--- src/rtl/mips_pkg.sv ---
// -----------------------------------------------------------------------------
// mips_pkg
// Shared definitions for the MIPS pipeline front end.
//   XLEN / JIDX_W       : datapath width and J-format jump index width
//   DEFAULT_RESET_PC    : PC loaded on reset
//   DEFAULT_NOP_INSTR   : bubble instruction (sll $0,$0,0)
//   pc_sel_e            : next-PC source select
//   word_align()        : clears the two byte-offset bits of an address
// -----------------------------------------------------------------------------
package mips_pkg;

    localparam int XLEN   = 32;
    localparam int JIDX_W = 26;

    localparam logic [XLEN-1:0] DEFAULT_RESET_PC  = 32'h0000_0000;
    localparam logic [XLEN-1:0] DEFAULT_NOP_INSTR = 32'h0000_0000;

    typedef enum logic [1:0] {
        SEL_SEQ = 2'd0,
        SEL_BR  = 2'd1,
        SEL_JMP = 2'd2
    } pc_sel_e;

    // Instruction addresses are always word aligned; masking keeps every
    // input bit referenced so no bit is left dangling.
    function automatic logic [XLEN-1:0] word_align(input logic [XLEN-1:0] addr);
        return addr & 32'hFFFF_FFFC;
    endfunction

endpackage

--- src/rtl/if_id_reg.sv ---
// -----------------------------------------------------------------------------
// if_id_reg
// IF/ID pipeline register with squash, load and hold behaviour.
//   clk          : rising-edge clock
//   rst_n        : synchronous active-low reset
//   i_squash     : load the bubble (NOP, valid=0) but still capture PC+4
//   i_load       : capture a fetched instruction (valid=1)
//   i_instr      : fetched instruction word
//   i_pc_plus4   : PC+4 of the fetched instruction
//   o_instr      : registered instruction
//   o_pc_plus4   : registered PC+4
//   o_valid      : register holds a real instruction
// With neither i_squash nor i_load the contents hold (stall).
// -----------------------------------------------------------------------------
module if_id_reg
    import mips_pkg::*;
#(
    parameter logic [XLEN-1:0] NOP_INSTR = DEFAULT_NOP_INSTR
) (
    input  logic            clk,
    input  logic            rst_n,
    input  logic            i_squash,
    input  logic            i_load,
    input  logic [XLEN-1:0] i_instr,
    input  logic [XLEN-1:0] i_pc_plus4,
    output logic [XLEN-1:0] o_instr,
    output logic [XLEN-1:0] o_pc_plus4,
    output logic            o_valid
);

    logic [XLEN-1:0] r_instr;
    logic [XLEN-1:0] r_pc_plus4;
    logic            r_valid;

    // Squash wins over load; the caller keeps i_load low during a squash anyway.
    always_ff @(posedge clk) begin
        if (!rst_n) begin
            r_instr    <= NOP_INSTR;
            r_pc_plus4 <= '0;
            r_valid    <= 1'b0;
        end else if (i_squash) begin
            r_instr    <= NOP_INSTR;
            r_pc_plus4 <= i_pc_plus4;
            r_valid    <= 1'b0;
        end else if (i_load) begin
            r_instr    <= i_instr;
            r_pc_plus4 <= i_pc_plus4;
            r_valid    <= 1'b1;
        end
    end

    assign o_instr    = r_instr;
    assign o_pc_plus4 = r_pc_plus4;
    assign o_valid    = r_valid;

endmodule

--- src/rtl/if_stage_pc_unit.sv ---
// -----------------------------------------------------------------------------
// if_stage_pc_unit
// Instruction-fetch stage: PC register, next-PC selection, IF/ID register
// and a counter of valid instructions loaded into IF/ID.
//   clk             : rising-edge clock
//   rst_n           : synchronous active-low reset (highest priority)
//   imem_instr      : instruction word read combinationally at imem_addr
//   stall           : hold PC, IF/ID and fetch_count; redirects ignored
//   flush           : squash IF/ID (overrides stall)
//   jump_en         : j/jal taken in ID (beats branch_en)
//   jump_target28   : instr_index << 2 from ID
//   branch_en       : branch taken in ID
//   branch_target   : absolute branch target from ID
//   imem_addr       : current PC
//   if_id_instr     : IF/ID instruction
//   if_id_pc_plus4  : IF/ID PC+4
//   if_id_valid     : IF/ID holds a real instruction
//   fetch_count     : number of valid instructions loaded into IF/ID
// -----------------------------------------------------------------------------
module if_stage_pc_unit
    import mips_pkg::*;
#(
    parameter logic [XLEN-1:0] RESET_PC  = DEFAULT_RESET_PC,
    parameter logic [XLEN-1:0] NOP_INSTR = DEFAULT_NOP_INSTR
) (
    input  logic              clk,
    input  logic              rst_n,
    input  logic [XLEN-1:0]   imem_instr,
    input  logic              stall,
    input  logic              flush,
    input  logic              jump_en,
    input  logic [JIDX_W+1:0] jump_target28,
    input  logic              branch_en,
    input  logic [XLEN-1:0]   branch_target,
    output logic [XLEN-1:0]   imem_addr,
    output logic [XLEN-1:0]   if_id_instr,
    output logic [XLEN-1:0]   if_id_pc_plus4,
    output logic              if_id_valid,
    output logic [XLEN-1:0]   fetch_count
);

    logic [XLEN-1:0] r_pc;
    logic [XLEN-1:0] r_fetch_count;

    logic [XLEN-1:0] w_pc_plus4;
    logic [XLEN-1:0] w_jump_target;
    logic [XLEN-1:0] w_branch_target;
    logic [XLEN-1:0] w_pc_next;
    logic [XLEN-1:0] w_if_id_pc_plus4;
    pc_sel_e         w_pc_sel;
    logic            w_redirect;
    logic            w_squash;
    logic            w_load;

    // Natural 32-bit wrap: 0xFFFF_FFFC + 4 = 0.
    assign w_pc_plus4 = r_pc + 32'd4;

    // The jump sitting in IF/ID supplies the segment bits of its own PC+4.
    assign w_jump_target   = word_align({w_if_id_pc_plus4[XLEN-1:JIDX_W+2], jump_target28});
    assign w_branch_target = word_align(branch_target);

    // A stalled ID stage has not really resolved its control flow yet.
    assign w_redirect = (jump_en | branch_en) & ~stall;
    assign w_squash   = flush | w_redirect;
    assign w_load     = ~stall & ~w_squash;

    always_comb begin
        w_pc_sel = SEL_SEQ;
        if (jump_en) begin
            w_pc_sel = SEL_JMP;
        end else if (branch_en) begin
            w_pc_sel = SEL_BR;
        end
    end

    always_comb begin
        w_pc_next = w_pc_plus4;
        case (w_pc_sel)
            SEL_JMP: w_pc_next = w_jump_target;
            SEL_BR:  w_pc_next = w_branch_target;
            default: w_pc_next = w_pc_plus4;
        endcase
    end

    // A flush alone does not stop the PC; only stall freezes it.
    always_ff @(posedge clk) begin
        if (!rst_n) begin
            r_pc <= RESET_PC;
        end else if (!stall) begin
            r_pc <= w_pc_next;
        end
    end

    always_ff @(posedge clk) begin
        if (!rst_n) begin
            r_fetch_count <= '0;
        end else if (w_load) begin
            r_fetch_count <= r_fetch_count + 32'd1;
        end
    end

    if_id_reg #(
        .NOP_INSTR (NOP_INSTR)
    ) u_if_id_reg (
        .clk        (clk),
        .rst_n      (rst_n),
        .i_squash   (w_squash),
        .i_load     (w_load),
        .i_instr    (imem_instr),
        .i_pc_plus4 (w_pc_plus4),
        .o_instr    (if_id_instr),
        .o_pc_plus4 (w_if_id_pc_plus4),
        .o_valid    (if_id_valid)
    );

    assign imem_addr      = r_pc;
    assign if_id_pc_plus4 = w_if_id_pc_plus4;
    assign fetch_count    = r_fetch_count;

endmodule
--- config.mk ---
export PLATFORM = sky130hd
export DESIGN_NAME = if_stage_pc_unit
export DESIGN_NICKNAME = d
export VERILOG_FILES = /design/src/rtl/mips_pkg.sv /design/src/rtl/if_id_reg.sv /design/src/rtl/if_stage_pc_unit.sv
export SDC_FILE = /design/constraint.sdc
export NUM_CORES = 1
export LEC_CHECK = 0
export CAP_MARGIN = 20
export CORE_MARGIN = 1.5
export CORE_UTILIZATION = 49
export CTS_BUF_LIST = sky130_fd_sc_hd__clkbuf_16
export CTS_CLUSTER_SIZE = 40
export DETAILED_ROUTE_END_ITERATION = 10
export HOLD_SLACK_MARGIN = 0.15
export PLACE_DENSITY = 0.84
export RECOVER_POWER = 50
export SLEW_MARGIN = 20
export SYNTH_ARGS = -nofsm -noshare
export SYNTH_HDL_FRONTEND = slang
export SYNTH_HIERARCHICAL = 1
export SYNTH_SLANG_ARGS = --single-unit
export TNS_END_PERCENT = 10
--- constraint.sdc ---
create_clock -name clk -period 4.6 [get_ports clk]
set_input_delay 1.38 -clock clk [delete_from_list [all_inputs] [get_ports clk]]
set_output_delay 1.38 -clock clk [all_outputs]
set_load 0.005 [all_outputs]
==> flow_metrics.py <==
metrics = {
    "setup_path": {
        "crit_type": "in2reg",
        "crit_slowest_cell": "clkbuf_1",
        "reg2reg_to": "u_if_id_reg/o_pc_plus4[25]",
        "max_stage_delay_ns": 0.68,
        "reg2reg_slack_ns": 2.12,
        "crit_required_ns": 4.96,
        "crit_buf_inv": 3,
        "reg2reg_from": "imem_addr[20]",
        "rr_worst_depth": 6,
        "cp_top_family": "buffers and inverters",
        "startpoint_type": "primary input",
        "crit_top_cell": "clkbuf_1",
        "arrival_ns": 4.26,
        "cp_max_fo": 17,
        "endpoint_kind": "register",
        "path_cells": "dlygate4sd3_1, clkbuf_1, nor2b_1, clkbuf_1, a22o_1, nor3_1, a211oi_1, o21a_1",
    },
    "yosys": {
        "synthTopCellsByArea": "dfxtp_1 (39%), mux2i_1 (5.9%), o211ai_1 (4.8%)",
        "synth_seq_area_share_pct": 39.4,
        "syn_avg_cell_area_um2": 8.45,
        "postSynthCellCount": 763,
        "synthFlopType": "dfxtp_1",
        "synth_edf_count": 0,
        "synth_top_area_share_pct": 39.4,
        "yosysTopAreaCell": "dfxtp_1",
        "syn_area_mm2": 0.00644,
        "synth-seq-cells": 127,
        "async_flop_share_pct": 0,
        "synthDistinctLibCells": 60,
        "yosysWarningCount": 6,
    },
    "cells_and_area": {
        "drive_gt1_share_pct": 5.19,
        "num-fill-cells": 1039,
        "syn_to_final_growth_pct": 41.4,
        "layout.cells.non_filler": 1136,
        "utilization_pct": 71.6,
        "diodes": 0,
        "layout.nets": 1053,
    },
    "grt": {
        "grt_overflow_total": 0,
        "grt_pass1_vias": 6486,
        "grt_usage_pct": 28.9,
        "grt_antenna_before_repair": 0,
        "grt_max_degree": 72,
        "grt_pass1_wl_um": 32300,
    },
    "sta": {
        "slew_headroom_pct": 41.3,
        "worstMarginPinSlew_ns": 0.881,
        "min_period_over_period_pct": 84.8,
        "tns_ns": 0,
        "fmax_mhz": 256,
        "finalHoldViolCount": 0,
        "rsz0062_at_grt": "no",
        "skew_ns": 0.00480,
        "slew_viol_final": 0,
        "period_minus_slack_ns": 3.90,
        "setup_viol": 0,
    },
    "floorplan": {
        "io_pins": 227,
        "die_w_um": 118,
        "initial_core_util_pct": 50.7,
        "fp-row-count": 41,
        "core_mm2": 0.0127,
        "dieArea_mm2": 0.0138,
        "die_h_um": 118,
    },
    "power": {
        "irDropWorstVdd_mv": 0.232,
        "leakagePower_uw": 0.00347,
        "p_per_area_mw_per_mm2": 288,
    },
    "cts": {
        "clockRootBuffer": "clkbuf_16",
        "clockBufferDepth": 2,
        "cts_tree": "done",
        "clkLatencyLatePin_ns": 0.42,
        "post-cts-setup-buffer-count": 0,
        "cts_htree_levels": 4,
        "postCtsResizedCells": 0,
        "numClockSinks": 127,
        "hold_buffers": 0,
        "clk_pin_slew_ns": 0.05,
        "cts_buffers": 17,
    },
    "detailed_routing": {
        "viasPerCell": 5.82,
        "drc_errors": 0,
        "wire_per_inst_um": 17.9,
        "dr_total_vias": 6606,
        "dr.pass1.iters": 6,
        "ant_nets": 0,
        "wl_um": 20400,
        "drtIter0Drc": 566,
    },
    "placement": {
        "gp_congestion": 0.849,
        "dp.cells": 1106,
        "port-buffer-count": 220,
        "dpl.hpwl_um": 14000,
    },
    "min_path": {
        "whs_path_depth": 2,
        "hp-start": "u_if_id_reg/o_pc_plus4[11]",
        "hold_path.class": "reg2reg",
        "hold_end": "u_if_id_reg/o_pc_plus4[11]",
    },
    "run_status": {
        "status": "finished clean",
    },
    "job": {
        "max_cap_viol_count": 0,
    },
}
cells in the final DEF, fill, tap and decap left out, types with 6 or more instances in the layout:
cell type / netlist / routed
a21boi_0: 6 / 6
buf_4: 3 / 10
nor2_1: 66 / 66
or3_1: 11 / 11
inv_1: 12 / 15
clkinv_2: 0 / 7
dfxtp_1: 127 / 127
a31oi_1: 6 / 6
nand2_1: 71 / 71
xnor2_1: 33 / 33
nand3_1: 26 / 26
mux2i_1: 38 / 38
a221oi_1: 8 / 8
nor4_1: 13 / 13
clkdlybuf4s50_1: 0 / 104
a22oi_1: 9 / 9
and4_1: 11 / 11
o21ai_1: 26 / 26
nor3_1: 14 / 14
nand4_1: 24 / 24
dlygate4sd3_1: 0 / 115
clkbuf_16: 0 / 17
a21oi_1: 26 / 26
xor2_1: 15 / 15
and2_1: 15 / 14
and3_1: 8 / 8
o21ai_0: 31 / 31
o211ai_1: 41 / 41
report_power, final:
group          total (uW)  internal [uW]  switching, uW
combinational         326            175            151
clock                1130            661            466
sequential           1180           1130           41.8
total                2630           1970            658
worst register-to-register path: stages, from the launching register on:
cell and delay, ns:
dfxtp_1 0.54, nand4_1 0.38, nor4_1 0.83, nand3_1 0.24, xnor2_1 0.22, o211ai_1 0.11, o21ai_1 0.10
how the worst max path moves through the flow:
| stage | start | endpoint | slack (ns) | depth (start not counted) |
|---|---|---|---|---|
| after floorplan | branch_en | fetch_count[27] | 1.19 | 7 |
| after global routing | branch_en | imem_addr[22] | 0.50 | 8 |
| after detailed placement | branch_en | fetch_count[31] | 0.61 | 6 |
| after global placement | branch_en | fetch_count[27] | 0.65 | 6 |
| after CTS | stall | fetch_count[31] | 1.05 | 6 |
| final | branch_en | imem_addr[19] | 0.70 | 8 |
cells by family after synthesis:
logic type / synth area share (%)
multiplexers: 6.25
XOR/XNOR: 6.52
AO/OA/AOI/OAI: 19.3
adder cells (fa/ha/maj): 0.388
AND/OR/NAND/NOR: 21.9
other: 0.0582
flip-flops: 39.4
buffers and inverters: 6.17
synthesized netlist by cell type (all sizes together) (4+ instances only):
| master | count |
|---|---|
| a31oi | 6 |
| xor2 | 15 |
| a21boi | 6 |
| xnor2 | 33 |
| inv | 12 |
| nor3 | 14 |
| a21o | 5 |
| nand2 | 71 |
| nor2 | 66 |
| a221oi | 8 |
| nand4 | 24 |
| or3 | 11 |
| o21a | 4 |
| a22o | 4 |
| o41ai | 4 |
| o21ai | 61 |
| dfxtp | 127 |
| o211ai | 41 |
| nor4 | 14 |
| and4 | 11 |
| or4 | 6 |
| mux2i | 38 |
| clkbuf | 35 |
| buf | 30 |
| nand2b | 4 |
| a22oi | 9 |
| nand3 | 26 |
| and3 | 8 |
| and2 | 15 |
| a21oi | 26 |
per-stage QoR:
step | setup slack [ns] | cell area [um^2] | power, uW | hold WS (ns)
floorplan | 1.19 | 6460 | 1340 | 0.445
finish | 0.701 | 9110 | 2630 | 0.444
detailed placement | 0.611 | 8640 | 1530 | 0.439
CTS | 1.05 | 9120 | 2650 | 0.448
global placement | 0.653 | 8640 | 1530 | 0.438
global route | 0.503 | 9110 | 2720 | 0.462
area by class of cell:
cell class | count | area [um^2] | share of cell area (%)
Multi-Input combinational cell | 560 | 3520 | 38.6
Sequential cell | 127 | 2540 | 27.9
Timing Repair Buffer | 233 | 2300 | 25.2
Inverter | 14 | 52.6 | 0.577
Clock inverter | 13 | 61.3 | 0.673
Tap cell | 172 | 215 | 2.36
Clock buffer | 17 | 425 | 4.67
metal layers:
layer	GRT usage, %	share of wire, %	wire length [um]	up-vias
met5	0	0	0	-
met4	12.6	2.3	469	0
met2	48.8	48	9690	331
li1	-	-	-	3151
met3	10.2	9.5	1940	42
met1	32.9	41	8280	3082
sequential cells by signal, indices dropped and copies added, names as in the netlist:
register,cells
imem_addr,30
u_if_id_reg/o_valid,1
u_if_id_reg/o_instr,32
fetch_count,32
u_if_id_reg/o_pc_plus4,32
Power figures use the tool's default switching activity.
==> RTL edit (config.mk and constraints unchanged) <==
The package constant `XLEN` goes from 32 to 48.
--- a/src/rtl/mips_pkg.sv
+++ b/src/rtl/mips_pkg.sv
@@ -9,7 +9,7 @@
 // -----------------------------------------------------------------------------
 package mips_pkg;
 
-    localparam int XLEN   = 32;
+    localparam int XLEN   = 48;
     localparam int JIDX_W = 26;
 
     localparam logic [XLEN-1:0] DEFAULT_RESET_PC  = 32'h0000_0000;
Ports: changed (6 resized); port bits go from 227 to 323. The function was not compared with the original's and may differ.
==> RTL edit against the original RTL <==
Power is 37% higher; critical endpoint is now fetch_count[35]$_SDFFE_PN0P_; first-iteration DRC count grew 42%; largest power group unchanged; critical path depth fell by 1; setup slack worse by 0.0042 ns; sequential cell count grew 64; routed wire length is 44% higher; sequential share of layout area grew 1.5 points; synthesized area up 46%; highest routed layer unchanged; non-clock buffer count is 84 higher; final area grew 43%.
==> RTL edit: results <==
{
  "status": "finished clean",
  "antenna_found_initial": 2,
  "dp_hpwl_microns": 20490,
  "ys_top_cells_by_count": "dfxtp_1, nor2_1, nand2_1, clkbuf_1, o211ai_1",
  "crit_slowest_cell": "or4_1",
  "tightest_slew_ns": 1.112,
  "p_clk_mw": 1.51,
  "arrival_ns": 4.27,
  "rrSetupSlack_ns": 1.58,
  "peakVddDrop_v": 0.0002813,
  "wl_per_cell_microns": 18.21,
  "grt_pass1_wl_microns": 46410,
  "num-fill-cells": 1489,
  "synth_compound_area_share_pct": 19.32,
  "synthAdderAreaFrac_pct": 0.2663,
  "gp_congestion": 0.8896,
  "ys_seq_area_share_pct": 40.70,
  "drt-vias-per-instance": 5.850,
  "r2r_cells": 5,
  "place_area_sq_um": 12410,
  "drive_gt1_share_pct": 6.045,
  "final_nets": 1492,
  "final.setup.worst_slack_ns": 0.6968,
  "port_buffers": 300,
  "cp_slowest_stage_delay_ns": 0.72,
  "clk_pin_slew_worst_paths_ns": 0.08,
  "yosys.area_share.xor_xnor_pct": 6.526,
  "numCtsBuffers": 17,
  "hp-start": "u_if_id_reg/o_pc_plus4[37]$_SDFFE_PN0P_",
  "skew_ns": 0.01097,
  "netlist_top_cells_area": "dfxtp_1, mux2i_1, nor2_1",
  "grt_max_degree": 74,
  "grt_pass1_vias": 8756,
  "comb-power_mw": 0.378,
  "drtIter0Drc": 805,
  "reg2reg_to": "imem_addr[37]$_SDFFE_PN0N_",
  "r2r_start": "imem_addr[6]$_SDFFE_PN0N_",
  "power_frac_clock_pct": 41.7,
  "vias": 9412,
  "crit_family": "simple AND/OR/NAND/NOR gates",
  "place_ws_ns": 0.3980,
  "endpoint": "fetch_count[35]$_SDFFE_PN0P_",
  "whs_endpoint": "u_if_id_reg/o_pc_plus4[37]$_SDFFE_PN0P_",
  "holdWs_ns": 0.4546
}
[RTL edit: changes by cell type after synthesis, sizes merged, moves of 16 or more]
cell	unedited run	this run
a21oi	26	43
clkbuf	35	58
dfxtp	127	191
nand2	71	119
nor2	66	123
o211ai	41	57
or4	6	22
xor2	15	39
[RTL edit: layout make-up]
class                           count  area (sq um)  area share, %
Sequential cell                   191          3824          29.40
Antenna cell                        2         5.005        0.03849
Timing Repair Buffer              317          3133          24.09
Clock buffer                       17         425.4          3.271
Inverter                           17         66.31         0.5100
Clock inverter                     15         176.4          1.357
Multi-Input combinational cell    816          5081          39.07
Tap cell                          234         292.8          2.252
[RTL edit: routing by layer]
| layer | share of wire [%] | vias to the layer above | GRT usage, % | routed length (microns) |
|---|---|---|---|---|
| met4 | 3.3 | 0 | 11.99 | 964 |
| met3 | 8.7 | 72 | 7.256 | 2544 |
| li1 | - | 4526 | - | - |
| met1 | 40 | 4386 | 36.59 | 11740 |
| met5 | 0 | - | 0 | 0 |
| met2 | 48 | 428 | 47.55 | 14050 |
